$ cat src/rtl/pipe_stage_reg.sv
// Pipeline stage register: valid/ready handshake, flush, bubble-gated control, saturating stall counter.
// Optional second (skid) entry with registered in_ready when PIPE_STAGE_SKID_EN is defined.
module pipe_stage_reg #(
    parameter int DATA_W = 32,
    parameter int CTRL_W = 8,
    parameter int CNT_W  = 16
) (
    input  logic              clk,
    input  logic              rst_n,
    input  logic              flush,
    input  logic              in_valid,
    output logic              in_ready,
    input  logic [DATA_W-1:0] in_data,
    input  logic [CTRL_W-1:0] in_ctrl,
    output logic              out_valid,
    input  logic              out_ready,
    output logic [DATA_W-1:0] out_data,
    output logic [CTRL_W-1:0] out_ctrl,
    output logic [CNT_W-1:0]  stall_cnt
);

    logic              m_valid_r;
    logic [DATA_W-1:0] m_data_r;
    logic [CTRL_W-1:0] m_ctrl_r;
    logic [CNT_W-1:0]  stall_cnt_r;

    logic              m_valid_s;
    logic [DATA_W-1:0] m_data_s;
    logic [CTRL_W-1:0] m_ctrl_s;
    logic              ready_s;
    logic              xfer_in_s;
    logic              xfer_out_s;

`ifdef PIPE_STAGE_SKID_EN
    logic              s_valid_r;
    logic [DATA_W-1:0] s_data_r;
    logic [CTRL_W-1:0] s_ctrl_r;
    logic              in_ready_r;
    logic              s_valid_s;
    logic [DATA_W-1:0] s_data_s;
    logic [CTRL_W-1:0] s_ctrl_s;

    assign ready_s = in_ready_r;
`else
    assign ready_s = ~m_valid_r | out_ready;
`endif

    assign xfer_in_s  = in_valid & ready_s & ~flush;
    assign xfer_out_s = m_valid_r & out_ready;

    // m_ctrl_r is kept at zero whenever m_valid_r is low, so out_ctrl needs no output gate.
    assign in_ready  = ready_s;
    assign out_valid = m_valid_r;
    assign out_data  = m_data_r;
    assign out_ctrl  = m_ctrl_r;
    assign stall_cnt = stall_cnt_r;

    // Next-state of the held entries; flush wins over every transfer.
    always_comb begin
        m_valid_s = m_valid_r;
        m_data_s  = m_data_r;
        m_ctrl_s  = m_ctrl_r;
`ifdef PIPE_STAGE_SKID_EN
        s_valid_s = s_valid_r;
        s_data_s  = s_data_r;
        s_ctrl_s  = s_ctrl_r;
        if (flush) begin
            m_valid_s = 1'b0;
            m_ctrl_s  = {CTRL_W{1'b0}};
            s_valid_s = 1'b0;
        end else if (xfer_out_s) begin
            if (s_valid_r) begin
                m_data_s  = s_data_r;
                m_ctrl_s  = s_ctrl_r;
                s_valid_s = 1'b0;
            end else if (xfer_in_s) begin
                m_data_s  = in_data;
                m_ctrl_s  = in_ctrl;
            end else begin
                m_valid_s = 1'b0;
                m_ctrl_s  = {CTRL_W{1'b0}};
            end
        end else if (xfer_in_s) begin
            if (m_valid_r) begin
                s_valid_s = 1'b1;
                s_data_s  = in_data;
                s_ctrl_s  = in_ctrl;
            end else begin
                m_valid_s = 1'b1;
                m_data_s  = in_data;
                m_ctrl_s  = in_ctrl;
            end
        end else begin
            m_valid_s = m_valid_r;
        end
`else
        if (flush) begin
            m_valid_s = 1'b0;
            m_ctrl_s  = {CTRL_W{1'b0}};
        end else if (xfer_in_s) begin
            m_valid_s = 1'b1;
            m_data_s  = in_data;
            m_ctrl_s  = in_ctrl;
        end else if (xfer_out_s) begin
            m_valid_s = 1'b0;
            m_ctrl_s  = {CTRL_W{1'b0}};
        end else begin
            m_valid_s = m_valid_r;
        end
`endif
    end

    // Entry registers.
    always_ff @(posedge clk or negedge rst_n) begin
        if (!rst_n) begin
            m_valid_r  <= 1'b0;
            m_data_r   <= {DATA_W{1'b0}};
            m_ctrl_r   <= {CTRL_W{1'b0}};
`ifdef PIPE_STAGE_SKID_EN
            s_valid_r  <= 1'b0;
            s_data_r   <= {DATA_W{1'b0}};
            s_ctrl_r   <= {CTRL_W{1'b0}};
            in_ready_r <= 1'b1;
`endif
        end else begin
            m_valid_r  <= m_valid_s;
            m_data_r   <= m_data_s;
            m_ctrl_r   <= m_ctrl_s;
`ifdef PIPE_STAGE_SKID_EN
            s_valid_r  <= s_valid_s;
            s_data_r   <= s_data_s;
            s_ctrl_r   <= s_ctrl_s;
            in_ready_r <= ~s_valid_s;
`endif
        end
    end

    // Saturating stall counter; only reset clears it.
    always_ff @(posedge clk or negedge rst_n) begin
        if (!rst_n) begin
            stall_cnt_r <= {CNT_W{1'b0}};
        end else if (!flush && m_valid_r && !out_ready && (stall_cnt_r != {CNT_W{1'b1}})) begin
            stall_cnt_r <= stall_cnt_r + CNT_W'(1'b1);
        end else begin
            stall_cnt_r <= stall_cnt_r;
        end
    end

endmodule

$ cat config.mk
export PLATFORM = sky130hd
export DESIGN_NAME = pipe_stage_reg
export DESIGN_NICKNAME = d
export VERILOG_FILES = /design/src/rtl/pipe_stage_reg.sv
export SDC_FILE = /design/constraint.sdc
export NUM_CORES = 1
export LEC_CHECK = 0
export ABC_CLOCK_PERIOD_IN_PS = 2500
export CAP_MARGIN = 0
export CORE_AREA = 2 2 84 86
export DETAILED_ROUTE_END_ITERATION = 8
export DIE_AREA = 0 0 86 88
export MAX_ROUTING_LAYER = met4
export PLACE_DENSITY = 0.68
export SLEW_MARGIN = 20
export SYNTH_ARGS = -nofsm -noshare
export SYNTH_HDL_FRONTEND = slang
export SYNTH_SLANG_ARGS = --single-unit
$ cat constraint.sdc
create_clock -name clk -period 2.5 [get_ports clk]
set_input_delay 0.75 -clock clk [delete_from_list [all_inputs] [get_ports clk]]
set_output_delay 0.75 -clock clk [all_outputs]
set_load 0.02 [all_outputs]
==> results of run 1 <==
## cell type report
cell class | instances | area share [%]
clock inverter | 3 | 1.08
multi-input combinational | 95 | 22.4
sequential | 57 | 38.6
tap | 80 | 2.71
timing repair buffer | 116 | 30.9
clock buffer | 13 | 4.02
inverter | 3 | 0.304
## power groups by stage
stage / Sequential, mW / Combinational [mW] / Clock (mW)
floorplan: 1.31 / 0.157 / 0
global placement: 1.15 / 0.728 / 0
detailed placement: 1.15 / 0.734 / 0
CTS: 1.13 / 0.735 / 0.859
global route: 1.15 / 0.777 / 0.904
finish: 1.13 / 0.725 / 0.825
## worst max path at each step
stage | startpoint | endpoint | slack [ns] | cells past startpoint
floorplan | out_ready | stall_cnt[14] | 0.47 | 4
global placement | out_ready | in_ready | -0.19 | 3
finish | out_ready | in_ready | 0.08 | 3
detailed placement | out_ready | in_ready | -0.19 | 3
CTS | out_ready | in_ready | 0.07 | 3
global route | out_ready | in_ready | 0.008 | 3
## kinds of logic after synthesis
kind of cell             after synthesis  synth area share [%]
AO/OA/AOI/OAI                         10                  4.00
XOR/XNOR                              15                  5.75
adder cells (fa/ha/maj)                1                 0.548
buffers and inverters                  9                  1.86
flip-flops                            57                  62.4
multiplexers                          33                  16.3
AND/OR/NAND/NOR                       36                  9.15
## critical path: cells and delay by family
kind                   cells  cell delay (ns)
and+or+nand+nor            1             0.12
buffers and inverters      2             0.80
## metal layers
layer / vias to the layer above / GRT usage (%) / wire (um)
li1: 807 / - / -
met1: 801 / 17.5 / 2340
met2: 71 / 21.5 / 2220
met5: - / - / 0
met4: 0 / 7.36 / 58
met3: 6 / 3.49 / 359
## what timing repair did
action,CTS,global route
hold buffers,0,0
endpoints found under the setup margin,1,0
hold endpoints to repair,0,0
gates resized for setup,1,0
## registers in the layout (all words and copies together), names as in the netlist
signal / cells
out_data: 32
stall_cnt: 16
out_ctrl: 8
out_valid: 1
## cell usage in the layout, fill, tap and decap left out, drive strengths merged, types with 2 or more instances in the layout
| cell type | instances |
|---|---|
| clkdlybuf4s50 | 100 |
| dfrtp | 57 |
| mux2 | 33 |
| buf | 15 |
| xor2 | 13 |
| clkbuf | 13 |
| a22o | 8 |
| nor2 | 7 |
| nand2 | 6 |
| nor3 | 4 |
| nand3 | 4 |
| or2 | 3 |
| nand4 | 3 |
| inv | 3 |
| nor4 | 3 |
| or4 | 2 |
| nor3b | 2 |
| xnor2 | 2 |
| clkinv | 2 |
## metrics by stage
step                setup WS [ns]  instance area [sq um]  hold slack [ns]
detailed placement         -0.194                   3500            0.485
finish                     0.0824                   3700            0.381
floorplan                   0.467                   2280            0.454
CTS                        0.0724                   3690            0.384
global placement           -0.192                   3500            0.484
global route              0.00839                   3700            0.398
==> flow_metrics.env, run 1 <==
export IMPL_status="completed"
export IMPL_hold_viol=0
export IMPL_h_tree_depth=3
export IMPL_reg2reg_depth=6
export IMPL_sw_frac_of_total_pct=27.5
export IMPL_cts_sinks=57
export IMPL_synth_edf_count=0
export IMPL_wl_um=4980
export IMPL_dpl_cell_count=351
export IMPL_worst_skew_pair_late_latency_ns=0.32
export IMPL_ys_warn_count=0
export IMPL_wl_per_cell_um=13.6
export IMPL_finalMaxSlewViolations=0
export IMPL_rsz0062_at_grt="no"
export IMPL_crit_chain="clkdlybuf4s50_1, nand2b_1, dlygate4sd2_1"
export IMPL_internal_power_mw=1.94
export IMPL_critPathArrivalTime_ns=1.67
export IMPL_r2r_end="stall_cnt[5]"
export IMPL_fin_crit_sh_pct=96.7
export IMPL_fin_nets=328
export IMPL_fill_cells=574
export IMPL_synthTopCellsByCount="dfrtp_1, mux2_2, xor2_1, a22o_1, nor2_1"
export IMPL_power_switching_uw=736
export IMPL_ant_nets=0
export IMPL_yosysMostFrequentCell="dfrtp_1"
export IMPL_p_leak_nw=1.61
export IMPL_regArea_sq_mm=0.00143
export IMPL_synth_cell_type_count=26
export IMPL_overflow=0
export IMPL_synthCells=161
export IMPL_pwr_share_clk_pct=30.8
export IMPL_cts_root_buf="clkbuf_8"
export IMPL_yosysTopAreaCell="dfrtp_1"
export IMPL_ys_ff_latch=57
export IMPL_max_cap_violations=0
export IMPL_fin_cells=367
export IMPL_n_antenna_cell=0
export IMPL_crit_slowest_cell="clkdlybuf4s50_1"
export IMPL_tightestPinTransition_ns=0.676
export IMPL_coreArea_sq_mm=0.00664
export IMPL_fmax_mhz=414
export IMPL_drc=0
export IMPL_antenna_found_initial=0
export IMPL_rrSetupSlack_ns=0.57
export IMPL_viasPerCell=4.59
export IMPL_synthArstFlopShare_pct=100
export IMPL_hold_class="in2async"
export IMPL_start_util_pct=34.4
export IMPL_avgSynthCellArea_sq_um=14.2
export IMPL_multi_input_area_sq_um=828
export IMPL_fin_setup_tns_ns=0
export IMPL_die_y_um=88
export IMPL_final_setup_skew_ns=0.00457
export IMPL_port_buffers=102
export IMPL_dp_hpwl_um=3620
export IMPL_power_density_mw_per_mm2=724
export IMPL_synth_fp_nets=207
export IMPL_grt_pass1_wl_um=7990
export IMPL_setup_viol=0
export IMPL_synthesis_area_sq_mm=0.00228
export IMPL_critPathMaxFanout=2
export IMPL_synth_area_leaders="dfrtp_1, mux2_2, xor2_1"
export IMPL_clk_path_buf_depth=2
export IMPL_drtIter0Drc=31
export IMPL_gp_congestion=0.708
export IMPL_grt_max_degree=24
export IMPL_die_x_um=86
export IMPL_dieArea_sq_mm=0.00757
export IMPL_grt_pass1_vias=1744
export IMPL_final_util_pct=55.7
export IMPL_p_seq_share_pct=42.2
export IMPL_cts_setup_buffers=0
export IMPL_cts_tree="yes"
export IMPL_peakVddDrop_mv=0.408
export IMPL_vias=1685
export IMPL_synth_top_area_share_pct=62.4
export IMPL_rr_startpoint="stall_cnt[1]"
export IMPL_relSlewSlack_pct=54.8
export IMPL_layout_drive_gt1_share_pct=24.0
export IMPL_synthToLayoutAreaGrowth_pct=61.9
export IMPL_cp_end_kind="output pin"
export IMPL_cp_start_kind="primary input"
export IMPL_crit_required_ns=1.75
export IMPL_grt_total_usage_pct=14.1
export IMPL_finalCriticalPeriod_ns=2.42
export IMPL_finalPower_mw=2.68
export IMPL_crit_type="in2out"
export IMPL_io_pins=103
export IMPL_synthFlopType="dfrtp_1"
export IMPL_slowest_delay_ns=0.47
export IMPL_pwr_share_comb_pct=27.1
export IMPL_dr_pass1_iters=3
export IMPL_yosysSeqAreaShare_pct=62.4
export IMPL_clk_transition_reported_paths_ns=0.06
export IMPL_rows=30
export IMPL_numCtsBuffers=9
No activity file was read; power rests on OpenSTA's default activity.
==> inputs of run 2 (changes only) <==
DONT_BUFFER_PORTS = 1   (was not set)
PLACE_DENSITY = not set   (was 0.68)
==> run 2 against run 1 <==
- clock-buffer cell count is 1 lower
- via count is 24% lower
- largest cell class unchanged
- combinational power is 76% lower
==> flow_metrics.env, run 2 (synthesis results as in run 1) <==
export IMPL_status="completed"
export IMPL_crit_type="reg2reg"
export IMPL_coreArea_sq_mm=0.00664
export IMPL_cts_sinks=57
export IMPL_fill_cells=631
export IMPL_hold_viol=0
export IMPL_fin_crit_sh_pct=77.2
export IMPL_ctsResizeCount=0
export IMPL_fin_cells=254
export IMPL_final_setup_skew_ns=0.00772
export IMPL_die_y_um=88
export IMPL_n_antenna_cell=0
export IMPL_rrSetupSlack_ns=0.57
export IMPL_final_area_sq_mm=0.00262
export IMPL_grt_total_usage_pct=12.2
export IMPL_use_met1_pct=14.7
export IMPL_grt_max_degree=58
export IMPL_dieArea_sq_mm=0.00757
export IMPL_rows=30
export IMPL_finalWorstSetupSlack_ns=0.569
export IMPL_mostFrequentLayoutCell="dfrtp_1"
export IMPL_cts_root_buf="clkbuf_8"
export IMPL_clk_path_buf_depth=2
export IMPL_largest_reg_flops=32
export IMPL_grt_pass1_wl_um=6650
export IMPL_r2r_end="stall_cnt[1]"
export IMPL_rsz0062_at_grt="no"
export IMPL_h_tree_depth=3
export IMPL_dp_slack_ns=0.387
export IMPL_gp_congestion=0.762
export IMPL_busiest_layer="met2"
export IMPL_cp_start_kind="register"
export IMPL_power_density_mw_per_mm2=949
export IMPL_p_leak_nw=1.17
export IMPL_clk_transition_reported_paths_ns=0.07
export IMPL_dr_pass1_iters=4
export IMPL_wl_um=4390
export IMPL_crit_required_ns=2.71
export IMPL_relSlewSlack_pct=58.0
export IMPL_finalMaxSlewViolations=0
export IMPL_reg2reg_depth=4
export IMPL_finalCriticalPeriod_ns=1.93
export IMPL_numCtsBuffers=9
export IMPL_hold_class="in2async"
export IMPL_holdBufCountCts=0
export IMPL_die_x_um=86
export IMPL_viasPerCell=5.01
export IMPL_fin_setup_tns_ns=0
export IMPL_synthToLayoutAreaGrowth_pct=14.6
export IMPL_io_pins=103
export IMPL_critPathMaxFanout=8
export IMPL_dpl_cell_area_sq_mm=0.00239
export IMPL_ant_nets=0
export IMPL_worst_skew_pair_late_latency_ns=0.32
export IMPL_wl_per_cell_um=17.3
export IMPL_setup_viol=0
export IMPL_finalPower_mw=2.49
export IMPL_overflow=0
export IMPL_tightestPinTransition_ns=0.630
export IMPL_final_util_pct=39.4
export IMPL_cts_tree="yes"
export IMPL_vias=1273
export IMPL_start_util_pct=34.4
export IMPL_cts_setup_buffers=0
export IMPL_grt_util_met3_pct=5.00
export IMPL_cp_end_kind="register"
export IMPL_dp_hpwl_um=3000
export IMPL_rr_startpoint="stall_cnt[9]"
export IMPL_peakVddDrop_mv=0.461
export IMPL_multi_input_area_sq_um=817
export IMPL_drtIter0Drc=28
export IMPL_holdWs_ns=0.116
export IMPL_antenna_found_initial=0
export IMPL_dpl_cell_count=238
export IMPL_layout_drive_gt1_share_pct=33.9
export IMPL_grt_pass1_vias=1272
export IMPL_port_buffers=0
export IMPL_fin_nets=215
export IMPL_fmax_mhz=518
export IMPL_grtUsageMet2_pct=16.9
export IMPL_final_cell_mix="dfrtp_1, mux2_2, xor2_1"
export IMPL_max_cap_violations=0
export IMPL_critPathArrivalTime_ns=2.14
export IMPL_regArea_sq_mm=0.00143
export IMPL_drc=0
==> run 2: worst max-delay path by stage <==
stage,start,end,slack [ns]
2_1_floorplan,out_ready,stall_cnt[14],0.47
3_3_place_gp,out_ready,stall_cnt[14],0.39
3_5_place_dp,out_ready,stall_cnt[14],0.39
4_1_cts,stall_cnt[9],stall_cnt[1],0.56
5_1_grt,stall_cnt[0],stall_cnt[12],0.41
6_report,stall_cnt[9],stall_cnt[1],0.57
==> run 2: area by class of cell <==
| cell class | count | share of cell area, % |
|---|---|---|
| inverters | 3 | 0.430 |
| well taps | 80 | 3.82 |
| flip-flops and latches | 57 | 54.5 |
| multi-input cells | 95 | 31.2 |
| clock inverters | 4 | 2.82 |
| clock buffers | 12 | 5.92 |
| repair buffers | 3 | 1.34 |
==> run 2: critical path: stages (launching register included) <==
cell and delay [ns]:
dfrtp_1 0.59, nand4_1 0.26, o41ai_2 0.43, buf_4 0.23, mux2_1 0.32
==> run 2: layer usage <==
| layer | vias to the layer above | wire length (um) |
|---|---|---|
| met3 | 6 | 349 |
| li1 | 585 | - |
| met4 | 0 | 52 |
| met5 | - | 0 |
| met1 | 624 | 1910 |
| met2 | 58 | 2080 |
==> run 2: report_power, final <==
group	switching, mW	internal, mW
sequential	0.273	1.05
clock	0.366	0.618
combinational	0.0633	0.113
total	0.702	1.78
==> inputs of run 3 (changes only) <==
ABC_CLOCK_PERIOD_IN_PS = 1730   (was 2500)
clock period = 1.73 ns   (was 2.5 ns; I/O delays follow)
==> run 3 against run 2 <==
- the flow now finishes with violations (negative hold slack)
- clock skew barely moved
- worst setup slack got worse by 0.51 ns
- register-to-register slack got worse by 0.51 ns
- flip-flop and latch count did not move
- fmax rose by 15%
- critical path depth rose by 1
- hold slack got worse by 0.24 ns
- clock power rose by 35%
- clock-buffer cell count fell by 1
- global-route usage rose by 0.82 points
- core utilization rose by 2.7 points
- sequential power rose by 40%
==> flow_metrics.env, run 3 (synthesis results as in run 1) <==
export IMPL_antenna_found_initial=0
export IMPL_coreArea_sq_mm=0.00664
export IMPL_critPathMaxFanout=4
export IMPL_layout_drive_gt1_share_pct=46.9
export IMPL_hold_viol=57
export IMPL_vias=1390
export IMPL_die_x_um=86
export IMPL_mostFrequentLayoutCell="dfrtp_1"
export IMPL_wl_met3_um=377
export IMPL_fmax_mhz=598
export IMPL_worst_skew_pair_late_latency_ns=0.33
export IMPL_rsz0062_at_grt="yes"
export IMPL_fin_setup_tns_ns=0
export IMPL_cp_start_kind="register"
export IMPL_wl_um=4620
export IMPL_final_area_sq_mm=0.00280
export IMPL_tightestPinTransition_ns=0.293
export IMPL_crit_type="reg2reg"
export IMPL_peakVddDrop_mv=0.668
export IMPL_p_seq_share_pct=50.7
export IMPL_dp_hpwl_um=3500
export IMPL_h_tree_depth=3
export IMPL_cts_tree="yes"
export IMPL_drtIter0Drc=41
export IMPL_drc=0
export IMPL_start_util_pct=34.4
export IMPL_fin_crit_sh_pct=96.7
export IMPL_n_antenna_cell=0
export IMPL_viasPerCell=5.07
export IMPL_cts_setup_buffers=0
export IMPL_largest_reg_flops=32
export IMPL_rows=30
export IMPL_finalCriticalPeriod_ns=1.67
export IMPL_final_cell_mix="dfrtp_1, mux2_2, buf_4"
export IMPL_grt_pass1_vias=1508
export IMPL_port_buffers=0
export IMPL_setup_viol=0
export IMPL_relSlewSlack_pct=80.3
export IMPL_pwr_share_comb_pct=12.8
export IMPL_fill_cells=612
export IMPL_grt_total_usage_pct=13.0
export IMPL_critPathArrivalTime_ns=1.93
export IMPL_gp_congestion=0.804
export IMPL_final_util_pct=42.1
export IMPL_dr_pass1_iters=4
export IMPL_p_leak_nw=1.27
export IMPL_internal_power_mw=2.59
export IMPL_crit_required_ns=1.98
export IMPL_final_setup_skew_ns=0.00781
export IMPL_dr_max_layer_used="met4"
export IMPL_power_switching_mw=1.05
export IMPL_ant_nets=0
export IMPL_holdWs_ns=-0.120
export IMPL_max_cap_violations=0
export IMPL_cp_end_kind="register"
export IMPL_overflow=0
export IMPL_io_pins=103
export IMPL_dpl_cell_area_sq_mm=0.00258
export IMPL_m1WireLength_um=1720
export IMPL_sw_frac_of_total_pct=28.9
export IMPL_numCtsBuffers=9
export IMPL_power_density_mw_per_mm2=1300
export IMPL_finalMaxSlewViolations=0
export IMPL_fin_nets=235
export IMPL_cts_sinks=57
export IMPL_finalPower_mw=3.64
export IMPL_clk_transition_reported_paths_ns=0.07
export IMPL_die_y_um=88
export IMPL_grt_pass1_wl_um=7180
export IMPL_wl_met2_um=2440
export IMPL_grt_max_degree=58
export IMPL_cts_root_buf="clkbuf_8"
export IMPL_multi_input_area_sq_um=857
export IMPL_status="finished with violations"
export IMPL_hold_class="in2async"
export IMPL_wl_per_cell_um=16.9
export IMPL_regArea_sq_mm=0.00143
export IMPL_pwr_share_clk_pct=36.5
export IMPL_dieArea_sq_mm=0.00757
export IMPL_synthToLayoutAreaGrowth_pct=22.5
export IMPL_clk_path_buf_depth=2
export IMPL_violations="negative hold slack"
## run 3: per-stage QoR
step | setup slack [ns] | std cells
6_report | 0.0576 | 274
5_1_grt | -0.0482 | 274
4_1_cts | 0.0220 | 274
3_5_place_dp | -0.0219 | 258
3_3_place_gp | 0.0215 | 258
2_1_floorplan | -0.0630 | 161
## run 3: worst max-delay path: stages, from the launching register on
cell and delay (ns):
dfrtp_2 0.39, ha_4 0.15, nand4_1 0.19, or4_4 0.51, nor4_2 0.18, xor2_1 0.17
## run 3: layout make-up
class                   count  area share [%]
repair buffers             23            6.62
inverters                   3           0.403
clock inverters             5            2.82
clock buffers              11            4.70
multi-input cells          95            30.6
flip-flops and latches     57            51.3
well taps                  80            3.58
## run 3: final timing paths
path	to	startpoint	slack [ns]	cells after the start
min in group clk	out_ctrl[3]	in_ctrl[3]	0.33	1
worst min register to register	stall_cnt[4]	stall_cnt[4]	0.53	1
worst max register to register	stall_cnt[14]	stall_cnt[1]	0.06	5
max in group asynchronous	stall_cnt[10]	rst_n	1.74	0
worst min-delay path	out_data[25]	rst_n	-0.12	0
worst max-delay path	stall_cnt[14]	stall_cnt[1]	0.06	5
## run 3: what timing repair did
item	4_1_cts	5_1_grt
cloned	0	0
setup endpoints to repair	1	5
pin swaps	1	0
endpoints found under the hold margin	57	57
resized for setup	0	2
## run 3: layer usage
metal  vias to the layer above  track usage [%]
li1                        623                -
met1                       694             13.6
met2                        64             21.5
met3                         9             5.09
met4                         0             6.06
met5                         -                -
## run 3: power by group through the flow
stage / clock network [mW] / registers [mW] / logic, mW
after floorplan: 0 / 1.91 / 0.251
after global placement: 0 / 1.86 / 0.441
after detailed placement: 0 / 1.87 / 0.474
after CTS: 1.37 / 1.85 / 0.475
after global routing: 1.43 / 1.87 / 0.520
final: 1.33 / 1.85 / 0.467
